===== config.mk =====
export PLATFORM = sky130hd
export DESIGN_NAME = ad_frame_streamer_flat
export DESIGN_NICKNAME = d
export VERILOG_FILES = /design/src/rtl/ad_frame_streamer_if.sv /design/src/rtl/ad_frame_streamer.sv /design/src/flat_wrapper.sv
export SDC_FILE = /design/constraint.sdc
export NUM_CORES = 1
export LEC_CHECK = 0
export ABC_AREA = 1
export ABC_CLOCK_PERIOD_IN_PS = 5800
export CORE_MARGIN = 1
export CORE_UTILIZATION = 65
export CTS_BUF_LIST = sky130_fd_sc_hd__clkbuf_4 sky130_fd_sc_hd__clkbuf_8 sky130_fd_sc_hd__clkbuf_16
export CTS_CLUSTER_SIZE = 40
export DETAILED_ROUTE_END_ITERATION = 10
export PLACE_DENSITY = 0.86
export SLEW_MARGIN = 20
export SYNTH_ARGS = -nofsm -noshare
export SYNTH_HDL_FRONTEND = slang
export SYNTH_SLANG_ARGS = --single-unit

===== constraint.sdc =====
create_clock -name clk -period 5.8 [get_ports clk]
set_clock_uncertainty 0.15 [all_clocks]
set_input_delay 1.74 -clock clk [delete_from_list [all_inputs] [get_ports clk]]
set_output_delay 1.74 -clock clk [all_outputs]
set_load 0.1 [all_outputs]

===== src/rtl/ad_frame_streamer_if.sv =====
`default_nettype none
// ============================================================================
// Module   : ad_frame_streamer_if
// Brief    : Valid/ready beat stream carrying one averaged channel per beat.
//            Optional m_seq field present when AD_STREAM_SEQ_EN is defined.
// Revision : 1.0 - initial release
// ============================================================================
interface ad_frame_streamer_if #(
    parameter int DATA_W = 18,
    parameter int NUM_CH = 8
);
    localparam int CHAN_W = (NUM_CH > 1) ? $clog2(NUM_CH) : 1;

    logic              m_valid;
    logic              m_ready;
    logic [DATA_W-1:0] m_data;
    logic [CHAN_W-1:0] m_chan;
    logic              m_last;

`ifdef AD_STREAM_SEQ_EN
    logic [7:0]        m_seq;

    modport master (
        output m_valid, output m_data, output m_chan, output m_last, output m_seq,
        input  m_ready
    );
    modport slave (
        input  m_valid, input m_data, input m_chan, input m_last, input m_seq,
        output m_ready
    );
`else
    modport master (
        output m_valid, output m_data, output m_chan, output m_last,
        input  m_ready
    );
    modport slave (
        input  m_valid, input m_data, input m_chan, input m_last,
        output m_ready
    );
`endif
endinterface

`default_nettype wire


===== src/rtl/ad_frame_streamer.sv =====
`default_nettype none
// ============================================================================
// Module   : ad_frame_streamer
// Brief    : Averages 2^DECIM_LOG2 frames of NUM_CH samples and streams the
//            result one channel per beat; busy-buffer frames are dropped and
//            counted. Macro AD_STREAM_SEQ_EN adds a per-frame m_seq counter.
// Revision : 1.0 - initial release
// ============================================================================
module ad_frame_streamer #(
    parameter int DATA_W     = 18,
    parameter int NUM_CH     = 8,
    parameter int DECIM_LOG2 = 2
) (
    input  wire logic                     clk,
    input  wire logic                     rst_n,
    input  wire logic                     en,
    input  wire logic                     frame_valid,
    input  wire logic [NUM_CH*DATA_W-1:0] ch_data,
    ad_frame_streamer_if.master           m,
    output logic                          overrun,
    output logic [7:0]                    ovr_cnt
);
    localparam int ACC_W  = DATA_W + DECIM_LOG2;
    localparam int CNT_W  = (DECIM_LOG2 > 0) ? DECIM_LOG2 : 1;
    localparam int CHAN_W = (NUM_CH > 1) ? $clog2(NUM_CH) : 1;
    localparam logic [CNT_W-1:0]  FRAME_MAX = CNT_W'((1 << DECIM_LOG2) - 1);
    localparam logic [CHAN_W-1:0] LAST_CH   = CHAN_W'(NUM_CH - 1);

    typedef enum logic [0:0] {
        IDLE = 1'b0,
        SEND = 1'b1
    } state_t;

    state_t                   state_q, state_d;
    logic [CHAN_W-1:0]        chan_q, chan_d;
    logic [CNT_W-1:0]         frame_cnt_q, frame_cnt_d;
    logic                     overrun_q, overrun_d;
    logic [7:0]               ovr_cnt_q, ovr_cnt_d;
    logic signed [ACC_W-1:0]  acc_q [NUM_CH];
    logic signed [ACC_W-1:0]  acc_d [NUM_CH];
    logic [DATA_W-1:0]        buf_q [NUM_CH];
    logic [DATA_W-1:0]        buf_d [NUM_CH];

    logic signed [ACC_W-1:0]  w_sample [NUM_CH];
    logic signed [ACC_W-1:0]  w_sum    [NUM_CH];
    logic [DATA_W-1:0]        w_res    [NUM_CH];

    logic w_fire;
    logic w_complete;
    logic w_last_accept;
    logic w_buf_free;
    logic w_load;

    // Sum includes the current sample so the completing frame loads in the same cycle.
    for (genvar k = 0; k < NUM_CH; k++) begin : g_ch
        logic signed [DATA_W-1:0] w_raw;
        assign w_raw       = ch_data[k*DATA_W +: DATA_W];
        assign w_sample[k] = ACC_W'(w_raw);
        assign w_sum[k]    = (frame_cnt_q == '0) ? w_sample[k] : (acc_q[k] + w_sample[k]);
        assign w_res[k]    = DATA_W'(w_sum[k] >>> DECIM_LOG2);
    end

    assign w_fire        = frame_valid && en;
    assign w_complete    = w_fire && (frame_cnt_q == FRAME_MAX);
    assign w_last_accept = (state_q == SEND) && (chan_q == LAST_CH) && m.m_ready;
    assign w_buf_free    = (state_q == IDLE) || w_last_accept;
    assign w_load        = w_complete && w_buf_free;

    always_comb begin
        frame_cnt_d = frame_cnt_q;
        overrun_d   = overrun_q;
        ovr_cnt_d   = ovr_cnt_q;
        for (int k = 0; k < NUM_CH; k++) begin
            acc_d[k] = acc_q[k];
            buf_d[k] = buf_q[k];
        end

        if (!en) begin
            frame_cnt_d = '0;
        end else if (frame_valid) begin
            frame_cnt_d = (frame_cnt_q == FRAME_MAX) ? '0 : frame_cnt_q + 1'b1;
            for (int k = 0; k < NUM_CH; k++) begin
                acc_d[k] = w_sum[k];
            end
        end

        if (w_load) begin
            for (int k = 0; k < NUM_CH; k++) begin
                buf_d[k] = w_res[k];
            end
        end else if (w_complete) begin
            overrun_d = 1'b1;
            if (ovr_cnt_q != 8'hFF) begin
                ovr_cnt_d = ovr_cnt_q + 8'd1;
            end
        end
    end

    always_comb begin
        state_d = state_q;
        chan_d  = chan_q;
        case (state_q)
            IDLE: begin
                if (w_load) begin
                    state_d = SEND;
                    chan_d  = '0;
                end
            end
            SEND: begin
                if (m.m_ready) begin
                    if (chan_q == LAST_CH) begin
                        state_d = w_load ? SEND : IDLE;
                        chan_d  = '0;
                    end else begin
                        chan_d = chan_q + 1'b1;
                    end
                end
            end
            default: begin
                state_d = IDLE;
                chan_d  = '0;
            end
        endcase
    end

    always_ff @(posedge clk or negedge rst_n) begin
        if (!rst_n) begin
            state_q     <= IDLE;
            chan_q      <= '0;
            frame_cnt_q <= '0;
            overrun_q   <= 1'b0;
            ovr_cnt_q   <= '0;
            for (int k = 0; k < NUM_CH; k++) begin
                acc_q[k] <= '0;
                buf_q[k] <= '0;
            end
        end else begin
            state_q     <= state_d;
            chan_q      <= chan_d;
            frame_cnt_q <= frame_cnt_d;
            overrun_q   <= overrun_d;
            ovr_cnt_q   <= ovr_cnt_d;
            for (int k = 0; k < NUM_CH; k++) begin
                acc_q[k] <= acc_d[k];
                buf_q[k] <= buf_d[k];
            end
        end
    end

    assign m.m_valid = (state_q == SEND);
    assign m.m_data  = buf_q[chan_q];
    assign m.m_chan  = chan_q;
    assign m.m_last  = (state_q == SEND) && (chan_q == LAST_CH);
    assign overrun   = overrun_q;
    assign ovr_cnt   = ovr_cnt_q;

`ifdef AD_STREAM_SEQ_EN
    logic [7:0] seq_q;

    always_ff @(posedge clk or negedge rst_n) begin
        if (!rst_n) begin
            seq_q <= '0;
        end else if (w_last_accept) begin
            seq_q <= seq_q + 8'd1;
        end
    end

    assign m.m_seq = seq_q;
`endif

endmodule

`default_nettype wire


===== src/flat_wrapper.sv =====
// flat-port wrapper written by rule: the top's interface ports become plain ports
module ad_frame_streamer_flat 
#(
    parameter int DATA_W     = 18,
    parameter int NUM_CH     = 8,
    parameter int DECIM_LOG2 = 2
)
  (clk, rst_n, en, frame_valid, ch_data, overrun, ovr_cnt, m_m_valid, m_m_data, m_m_chan, m_m_last, m_m_ready);
  ad_frame_streamer_if #(.DATA_W(DATA_W), .NUM_CH(NUM_CH)) m_i ();
  input  wire logic clk;
  input  wire logic rst_n;
  input  wire logic en;
  input  wire logic frame_valid;
  input  wire logic [NUM_CH*DATA_W-1:0] ch_data;
  output logic overrun;
  output logic [7:0] ovr_cnt;
  output wire logic [$bits(m_i.m_valid)-1:0] m_m_valid;
  output wire logic [$bits(m_i.m_data)-1:0] m_m_data;
  output wire logic [$bits(m_i.m_chan)-1:0] m_m_chan;
  output wire logic [$bits(m_i.m_last)-1:0] m_m_last;
  input wire logic [$bits(m_i.m_ready)-1:0] m_m_ready;
  assign m_m_valid = m_i.m_valid;
  assign m_m_data = m_i.m_data;
  assign m_m_chan = m_i.m_chan;
  assign m_m_last = m_i.m_last;
  assign m_i.m_ready = m_m_ready;
  ad_frame_streamer #(.DATA_W(DATA_W), .NUM_CH(NUM_CH), .DECIM_LOG2(DECIM_LOG2)) u_core (.clk(clk), .rst_n(rst_n), .en(en), .frame_valid(frame_valid), .ch_data(ch_data), .m(m_i), .overrun(overrun), .ovr_cnt(ovr_cnt));
endmodule

==> run_results.csv <==
group,metric,value,unit
timing,slew_headroom,0.2461,
worst_setup_path,r2r_slack,2.56,ns
die,core,36610,µm²
timing,setup-violations-final,0,
worst_setup_path,arrival,3.10,ns
synthesis,syn_nets,4054,
timing,clock.fmax,200.4,MHz
routing,viasPerCell,5.719,
synthesis,yosys.cell_types.count,36,
timing,rsz0062_at_grt,"false",
run,cap_violations,0,
place,hpwl,52590,µm
grt,antenna_found_initial,4,
synthesis,avgSynthCellArea,6.459,µm²
clocking,postCtsSetupBuffers,0,
synthesis,ys_seq_area_frac,0.3305,
routing,detail_route.iter0.violations,2163,
grt,grtUsageTotal,0.3866,
place,port_buffers,180,
finish,finalNetCount,4172,
grt,grt_pass1_wl,117300,µm
clocking,cts_tree,"done",
min_path,hold_class,"flop to flop",
routing,drc,0,
clocking,clk_latency,0.57,ns
power,pwr-share-comb,0.514,
timing,post-route-period-util,0.8605,
worst_setup_path,critPathRequiredTime,3.91,ns
worst_setup_path,crit_path_max_fanout,32,
timing,layout_min_cycle_time,4.991,ns
grt,grt_max_degree,118,
grt,grt_overflow,0,
clocking,clockBufferDepth,3,
grt,first_global_vias,23060,
clocking,cts_resized,0,
clocking,htreeDepth,2,
finish,drive_gt1_frac,0.04708,
routing,drt_wl_total,72840,µm
power,fin_total_pwr,11900,µW
power,irDropWorstVdd,0.8198,mV
die,rows,70,
synthesis,synth-edff-count,0,
clocking,numCtsBuffers,39,
finish,syn2layout_area_growth,14.70,%
timing,setup_tns,0,ns
finish,n_fill_cell,2978,
status,status,"finished clean",
routing,ant_nets,0,
die,io-pin-count,181,
synthesis,syn_inst,3740,
finish,final_cell_mix,"nand2_1 (1,426), inv_1 (380), nor2_1 (352), nand3_1 (324), dfrtp_1 (318)",
clocking,clkTransAtPathRegs,0.06,ns
timing,fin_ws,0.8094,ns
synthesis,synth_ff_type,"dfrtp_1",
routing,wl_per_cell,16.72,µm
power,pwr-share-seq,0.267,
clocking,ctsHoldBuffers,0,
die,start_util,0.6598,
place,pre_cts_slack,1.408,ns
power,power.switching,5571,µW
worst_setup_path,start_kind,"flop",
power,swShare,0.4680,
die,die_area,37940,µm²
synthesis,ys.warnings.count,0,
synthesis,synth-seq-cells,319,
synthesis,synth-async-reset-ratio,1.000,
worst_setup_path,end_kind,"primary output",
finish,layout_commonest_cell,"nand2_1",
clocking,cts_num_sinks,319,
place,gp_congestion,1.020,
power,leakage,0.01491,µW
power,clkPwrFrac,0.219,
routing,first_pass_iters,8,
routing,vias,24920,
timing,slew_violations,0,
die,fp.dieW,194.8,µm
worst_setup_path,crit_type,"flop to primary output",
die,fp.dieH,194.8,µm
clocking,root_buffer,"clkbuf_16",
power,power.density,429.7,nW/µm²
timing,hold_viol_final,0,
timing,worst_slew_pin_slew,1.127,ns
power,p_int,6334,µW
synthesis,synthesis.area,24160,µm²
## layout make-up
class / instances / area, µm² / area share
sequential: 319 / 7984 / 0.2882
multi-input combinational: 2909 / 14140 / 0.5105
timing repair buffer: 201 / 2167 / 0.07822
tap: 468 / 585.6 / 0.02113
inverter: 388 / 1464 / 0.05284
clock inverter: 17 / 196.4 / 0.007090
clock buffer: 53 / 1160 / 0.04186
antenna: 2 / 5.005 / 0.0001806
## metrics by stage
| step | utilization | cell area, µm² | std cells | hold WS, ns |
|---|---|---|---|---|
| after detailed placement | 0.7196 | 26350 | 4285 | 0.3109 |
| after CTS | 0.7567 | 27700 | 4355 | 0.3257 |
| final | 0.7568 | 27710 | 4357 | 0.3226 |
| after global routing | 0.7568 | 27710 | 4357 | 0.3412 |
| after global placement | 0.7196 | 26350 | 4285 | 0.3059 |
| after floorplan | - | 24160 | 3740 | 0.2936 |
## sequential cells by signal, indices dropped and copies added (netlist names)
name and count:
u_core.acc_q 160, u_core.buf_q 144, u_core.ovr_cnt 8, u_core.m.m_chan 3, u_core.frame_cnt_q 2, u_core.m.m_valid 1, u_core.overrun 1
## cells in the mapped netlist, types with 5 or more instances
library cell / number / area, µm²
o21ai_1: 28 / 140.1
buf_6: 6 / 67.56
ha_1: 157 / 1964
nor2_1: 352 / 1321
buf_1: 7 / 26.28
buf_4: 6 / 45.04
dfrtp_1: 319 / 7983
o22ai_1: 25 / 156.4
nor3_1: 8 / 40.04
buf_2: 47 / 235.2
a31oi_1: 57 / 356.6
o21bai_1: 14 / 105.1
inv_1: 382 / 1434
nand2_1: 1427 / 5356
nand3_2: 5 / 50.05
xnor2_1: 34 / 297.8
nand3_1: 324 / 1622
or2_2: 49 / 306.5
a21oi_1: 155 / 775.7
xor2_1: 7 / 61.31
clkbuf_1: 58 / 217.7
nand4_1: 16 / 100.1
o21ai_0: 204 / 1021
nand3b_1: 8 / 60.06
and2_1: 17 / 106.4
fa_1: 8 / 160.2
## cell families (layout without fill, tap and decap cells)
kind of cell / count (synthesis) / count (layout) / share of synthesized area
compound gates: 492 / 492 / 0.1092
fa+ha+maj: 165 / 165 / 0.08795
buf+inv: 512 / 659 / 0.08479
mux: 1 / 1 / 0.0004661
other cells: 0 / 2 / 0
simple gates: 2210 / 2210 / 0.3723
flops: 319 / 319 / 0.3305
xor+xnor: 41 / 41 / 0.01487
## power by group through the flow
| stage | Clock [µW] | Sequential (µW) | Combinational [µW] |
|---|---|---|---|
| 4_1_cts | 2620 | 3150 | 6010 |
| 3_5_place_dp | 0 | 3170 | 5960 |
| 2_1_floorplan | 0 | 3110 | 4150 |
| 3_3_place_gp | 0 | 3180 | 5880 |
| 5_1_grt | 2710 | 3220 | 6680 |
| 6_report | 2610 | 3180 | 6120 |
## worst paths after layout
path,depth (start not counted),from,end
setup / recovery,7,u_core.m.m_chan[1]$_DFFE_PN0P_,m_m_data[16]
hold / removal,1,u_core.overrun$_DFFE_PN0P_,u_core.overrun$_DFFE_PN0P_
setup reg to reg,8,u_core.frame_cnt_q[0]$_DFFE_PN0P_,u_core.acc_q[4]$_DFFE_PN0P_
hold reg to reg,1,u_core.overrun$_DFFE_PN0P_,u_core.overrun$_DFFE_PN0P_
max in group asynchronous,2,rst_n,u_core.m.m_chan[0]$_DFFE_PN0P_
min in group asynchronous,1,rst_n,u_core.acc_q[0]$_DFFE_PN0P_
## routing by layer
metal / global-route usage / wire length, µm / vias up
met1: 0.5167 / 30220 / 11330
met5: 0 / 25 / -
met3: 0.07513 / 6885 / 220
li1: - / - / 12200
met2: 0.5992 / 31820 / 1167
met4: 0.1966 / 3887 / 4
## worst max-delay path: stages (launching register included)
cell and delay [ns]:
dfrtp_1 0.73, clkinv_1 0.16, buf_4 0.30, o21ai_0 0.14, o22ai_1 0.38, nor2_1 0.11
a31oi_1 0.47, buf_12 0.25
(Power assumes the default switching activity.)
